File: src/rtl/dmem_access_arbiter.sv
// Two-port arbiter in front of a single-port data memory: grants one requester,
// validates alignment/range, issues a one-cycle memory access and returns a response.
module dmem_access_arbiter #(
    parameter logic [31:0] ADDR_LO = 32'h0400_4000,
    parameter logic [31:0] ADDR_HI = 32'h7fff_ffff,
    parameter bit          RR_EN   = 1'b1
) (
    input  logic        clk,
    input  logic        rst,
    input  logic [1:0]  req,
    output logic [1:0]  gnt,
    input  logic [1:0]  req_wen,
    input  logic [3:0]  req_rwtype,
    input  logic [1:0]  req_sext,
    input  logic [63:0] req_addr,
    input  logic [63:0] req_wdata,
    output logic [1:0]  rsp_valid,
    input  logic [1:0]  rsp_ready,
    output logic [31:0] rsp_rdata,
    output logic        rsp_err,
    output logic        mem_ren,
    output logic        mem_wen,
    output logic [1:0]  mem_rwtype,
    output logic [31:0] mem_addr,
    output logic [31:0] mem_wdata,
    output logic        mem_sext,
    input  logic [31:0] mem_rdata
);

    // state  | meaning
    // IDLE   | waiting for a request; grant is combinational
    // ACCESS | memory strobes driven for one cycle (suppressed on error)
    // RESP   | response held until the owning port accepts it
    typedef enum logic [1:0] {S_IDLE, S_ACCESS, S_RESP} state_t;

    state_t      state, state_nxt;
    logic        rr_pref;
    logic        own;
    logic        sel;
    logic        l_wen, l_sext;
    logic [1:0]  l_rwtype;
    logic [31:0] l_addr, l_wdata;
    logic        acc_err;

    // rr_pref is the port that wins a tie; it flips to the other port on every grant
    always_comb begin
        if (req == 2'b11)
            sel = RR_EN ? rr_pref : 1'b0;
        else
            sel = ~req[0];
    end

    always_comb begin
        acc_err = 1'b0;
        if (l_rwtype == 2'b01 && l_addr[0])
            acc_err = 1'b1;
        if (l_rwtype[1] && l_addr[1:0] != 2'b00)
            acc_err = 1'b1;
        if (l_addr < ADDR_LO || l_addr > ADDR_HI)
            acc_err = 1'b1;
    end

    always_comb begin
        state_nxt  = state;
        gnt        = 2'b00;
        rsp_valid  = 2'b00;
        mem_ren    = 1'b0;
        mem_wen    = 1'b0;
        mem_rwtype = 2'b00;
        mem_addr   = 32'h0;
        mem_wdata  = 32'h0;
        mem_sext   = 1'b0;
        case (state)
            S_IDLE: begin
                if (|req && !rst) begin
                    gnt       = sel ? 2'b10 : 2'b01;
                    state_nxt = S_ACCESS;
                end
            end
            S_ACCESS: begin
                state_nxt = S_RESP;
                if (!acc_err) begin
                    mem_ren    = ~l_wen;
                    mem_wen    = l_wen;
                    mem_rwtype = l_rwtype;
                    mem_addr   = l_addr;
                    mem_wdata  = l_wdata;
                    mem_sext   = l_sext;
                end
            end
            S_RESP: begin
                rsp_valid = own ? 2'b10 : 2'b01;
                if (rsp_ready[own])
                    state_nxt = S_IDLE;
            end
            default: state_nxt = S_IDLE;
        endcase
    end

    always_ff @(posedge clk or posedge rst) begin
        if (rst) begin
            state     <= S_IDLE;
            rr_pref   <= 1'b0;
            own       <= 1'b0;
            l_wen     <= 1'b0;
            l_sext    <= 1'b0;
            l_rwtype  <= 2'b00;
            l_addr    <= 32'h0;
            l_wdata   <= 32'h0;
            rsp_rdata <= 32'h0;
            rsp_err   <= 1'b0;
        end else begin
            state <= state_nxt;
            if (state == S_IDLE && |req) begin
                own      <= sel;
                rr_pref  <= ~sel;
                l_wen    <= sel ? req_wen[1]        : req_wen[0];
                l_sext   <= sel ? req_sext[1]       : req_sext[0];
                l_rwtype <= sel ? req_rwtype[3:2]   : req_rwtype[1:0];
                l_addr   <= sel ? req_addr[63:32]   : req_addr[31:0];
                l_wdata  <= sel ? req_wdata[63:32]  : req_wdata[31:0];
            end
            if (state == S_ACCESS) begin
                rsp_rdata <= (acc_err || l_wen) ? 32'h0 : mem_rdata;
                rsp_err   <= acc_err;
            end
            if (state == S_RESP && rsp_ready[own]) begin
                rsp_rdata <= 32'h0;
                rsp_err   <= 1'b0;
            end
        end
    end

endmodule

File: config.mk
export PLATFORM = sky130hd
export DESIGN_NAME = dmem_access_arbiter
export DESIGN_NICKNAME = d
export VERILOG_FILES = /design/src/rtl/dmem_access_arbiter.sv
export SDC_FILE = /design/constraint.sdc
export NUM_CORES = 1
export LEC_CHECK = 0
export CORE_UTILIZATION = 40
export DETAILED_ROUTE_END_ITERATION = 8
export PLACE_DENSITY_LB_ADDON = 0.12
export SLEW_MARGIN = 40
export SYNTH_ARGS = -nofsm -noshare
export SYNTH_HDL_FRONTEND = slang
export SYNTH_SLANG_ARGS = --single-unit
File: constraint.sdc
create_clock -name clk -period 9.2 [get_ports clk]
set_input_delay 1.38 -clock clk [delete_from_list [all_inputs] [get_ports clk]]
set_output_delay 1.38 -clock clk [all_outputs]
set_load 0.05 [all_outputs]
==> reports/qor.csv <==
stage,metric,value,unit
run_status,status,"finished, violations left",
run_status,violations,design-rule violations,
global_routing,antenna_found_initial,0,
layout,area_growth,66.01,%
routing,route.detailed.drc,17,
sta,fmax,188.7,MHz
critical_path,rr_startpoint,state[0],
critical_path,crit_type,in2out,
sta,period_share,57.60,%
layout,n_antenna_cell,0,
die,start_util,41.59,%
sta,post-route-min-period,5.299,ns
cts,cts_buffers,9,
power_and_ir_drop,ir_drop,0.0001232,V
critical_path,crit_arrival,3.92,ns
synth,netlist_instances,491,
job,max-cap-violations,0,
cts,cts_tree,yes,
cts,htree_levels,3,
routing,drt_iter0_drc,253,
global_routing,grt.overflow.total,0,
placement,gp_congestion,0.7968,
cts,post-cts-setup-buffers,0,
routing,detail-route-antenna-nets,0,
critical_path,crit_path_start_kind,input port,
sta,finalSetupTns,0,ns
routing,drt_first_pass_iters,7,
synth,yosysWarnings,0,
synth,syn_nets,665,
synth,ys_seq_area_share,54.40,%
power_and_ir_drop,p_seq_share,33.6,%
critical_path,cp-end-kind,output pin,
cts,clock_path_buffers,2,
die,die_x,111.9,um
power_and_ir_drop,comb_power_share,50.1,%
layout,utilization,69.04,%
cts,holdBufCountCts,0,
power_and_ir_drop,p_int,1339,uW
critical_path,crit_path_end,gnt[1],
sta,setup_violations,0,
critical_path,cp_max_fo,70,
cts,cts.sinks,105,
cts,clkSlewWorstSetupHoldPaths,0.07,ns
cts,cts_resized,0,
global_routing,grt_max_degree,72,
sta,rsz0062_at_grt,no,
placement,hpwlAfterDp,10900,um
die,dieArea,0.01252,sq mm
power_and_ir_drop,switching_share,44.66,%
synth,ys_ff_latch,105,
critical_path,worstPathRequired,7.82,ns
synth,synth.distinct_cells,31,
sta,holdWs,0.4577,ns
critical_path,r2r_cells,5,
critical_path,rrSetupSlack,7.05,ns
synth,post_synth.cell_area_avg,9.836,sq um
global_routing,grt_pass1_wl,23500,um
synth,synth_top_area_cell,dfrtp_1,
routing,routed_wl,14750,um
critical_path,cp_cell_sequence,clkdlybuf4s50_1 -> a21bo_2 -> o211a_2 -> buf_4 -> and2_1 -> clkdlybuf4s50_1,
layout,drive_above_1_share,4.503,%
layout,nets,924,
power_and_ir_drop,leakagePower,0.003528,uW
routing,viasPerCell,5.056,
hold_path,hp-class,reg2reg,
routing,vias,4540,
power_and_ir_drop,clkPwrFrac,16.4,%
cts,root_buffer,clkbuf_16,
die,die_y,111.9,um
placement,port_buffers,278,
critical_path,slowest_stage,clkdlybuf4s50_1,
sta,tightest_slew,0.7440,ns
synth,ys_top_cells_by_area,"dfrtp_1, nand2_1, a22oi_1",
die,rows,39,
critical_path,critPathMostFrequentCell,clkdlybuf4s50_1,
die,ios,280,
global_routing,track_usage,23.82,%
routing,wl_per_cell,16.43,um
sta,finClkSkew,0.01145,ns
critical_path,slowest_delay,0.80,ns
sta,slew_viol_final,0,
critical_path,crit_start,req[1],
cts,clock_latency,0.34,ns
global_routing,grt_pass1_vias,4670,
synth,synthesis.area,0.004830,sq mm
synth,synth_top_area_share,54.40,%
die,core,0.01161,sq mm
critical_path,worst_r2r_endpoint,l_wdata[16],
power_and_ir_drop,p_per_area,301.8,mW/mm^2
power_and_ir_drop,switchingPower,1081,uW
sta,hold_viol_final,0,
sta,slew_headroom,50.40,%
## registers in the layout, summed over array words and instances, names as in the netlist, 2 cells and up
register   cells
l_addr        32
l_wdata       32
rsp_rdata     32
l_rwtype       2
state          2
## area by class of cell
| type | instances | area (sq um) |
|---|---|---|
| clock buffers | 9 | 225.2 |
| clock inverters | 7 | 85.08 |
| fillers | 933 | 3596 |
| inverters | 2 | 10.01 |
| multi-input cells | 348 | 2059 |
| flip-flops and latches | 105 | 2628 |
| well taps | 143 | 178.9 |
| repair buffers | 284 | 2831 |
## worst min-delay path by stage
stage	to	from	cells after the start	slack, ns
after floorplan	l_addr[10]	l_addr[10]	2	0.43
after global routing	l_addr[2]	l_addr[2]	2	0.48
final	l_wdata[15]	l_wdata[15]	2	0.46
after detailed placement	l_addr[2]	l_addr[2]	2	0.45
after global placement	l_addr[2]	l_addr[2]	2	0.44
after CTS	l_addr[6]	l_addr[6]	2	0.46
## power groups by stage
stage	sequential [uW]	clock [uW]	combinational [uW]
2_1_floorplan	1010	0	592
3_3_place_gp	805	0	1200
3_5_place_dp	823	0	1220
4_1_cts	815	407	1230
5_1_grt	844	425	1300
6_report	812	396	1210
## synth_stat cells
library cell,number
o31ai_4,1
nor2b_1,1
a21bo_2,1
conb_1,1
o211a_1,1
nand2b_1,2
mux2i_1,1
nand3b_1,6
clkbuf_1,27
nor4_1,1
or4_1,2
a22o_1,28
o21bai_1,1
and2_1,67
a21o_1,3
o22ai_1,5
buf_2,3
o21ai_1,1
a22oi_1,68
or2_2,1
a211oi_1,1
a2111oi_4,1
dfrtp_1,105
or4_4,1
a21oi_1,1
nor2_1,9
buf_6,5
buf_4,1
inv_1,2
nand2_1,143
nor3_1,1
## critical path: cells and delay by family
family / cells / cell delay, ns
compound gates: 2 / 0.40
buf+inv: 3 / 1.90
simple gates: 1 / 0.22
## logic make-up after synthesis
| kind of cell | count (synthesis) | synth area share (%) |
|---|---|---|
| AND/OR/NAND/NOR | 234 | 22.72 |
| AO/OA/AOI/OAI | 112 | 18.70 |
| flip-flops | 105 | 54.40 |
| buffers and inverters | 38 | 3.886 |
| multiplexers | 1 | 0.2073 |
| other | 1 | 0.07765 |
## per-layer routing
metal / part of all wire (%) / wire (um) / track usage, %
met2: 51 / 7472 / 42.07
met3: 8.0 / 1176 / 5.444
met4: 2.9 / 435 / 10.27
met1: 38 / 5667 / 27.66
met5: 0 / 0 / 0
## metrics by stage
stage | power (uW) | setup WS [ns] | cell area, sq um | instances
floorplan | 1602 | 3.604 | 4830 | 491
global placement | 2001 | 3.982 | 7692 | 882
finish | 2420 | 3.901 | 8018 | 898
detailed placement | 2046 | 3.896 | 7707 | 882
global route | 2567 | 3.748 | 8018 | 898
CTS | 2447 | 3.885 | 8018 | 898
## cell usage in the layout (no fill, tap or decap), types with 2 or more instances in the layout
cell             instances
a21o_1                   3
a22o_1                  28
a22oi_1                 68
and2_1                  67
buf_4                    5
clkbuf_16                9
clkdlybuf4s50_1        278
clkinvlp_4               2
dfrtp_1                105
inv_8                    2
nand2_1                143
nand2b_1                 2
nand3b_1                 6
nor2_1                   7
nor2_4                   2
o22ai_1                  5
or4_1                    2
No activity file was read; power rests on OpenSTA's default activity.
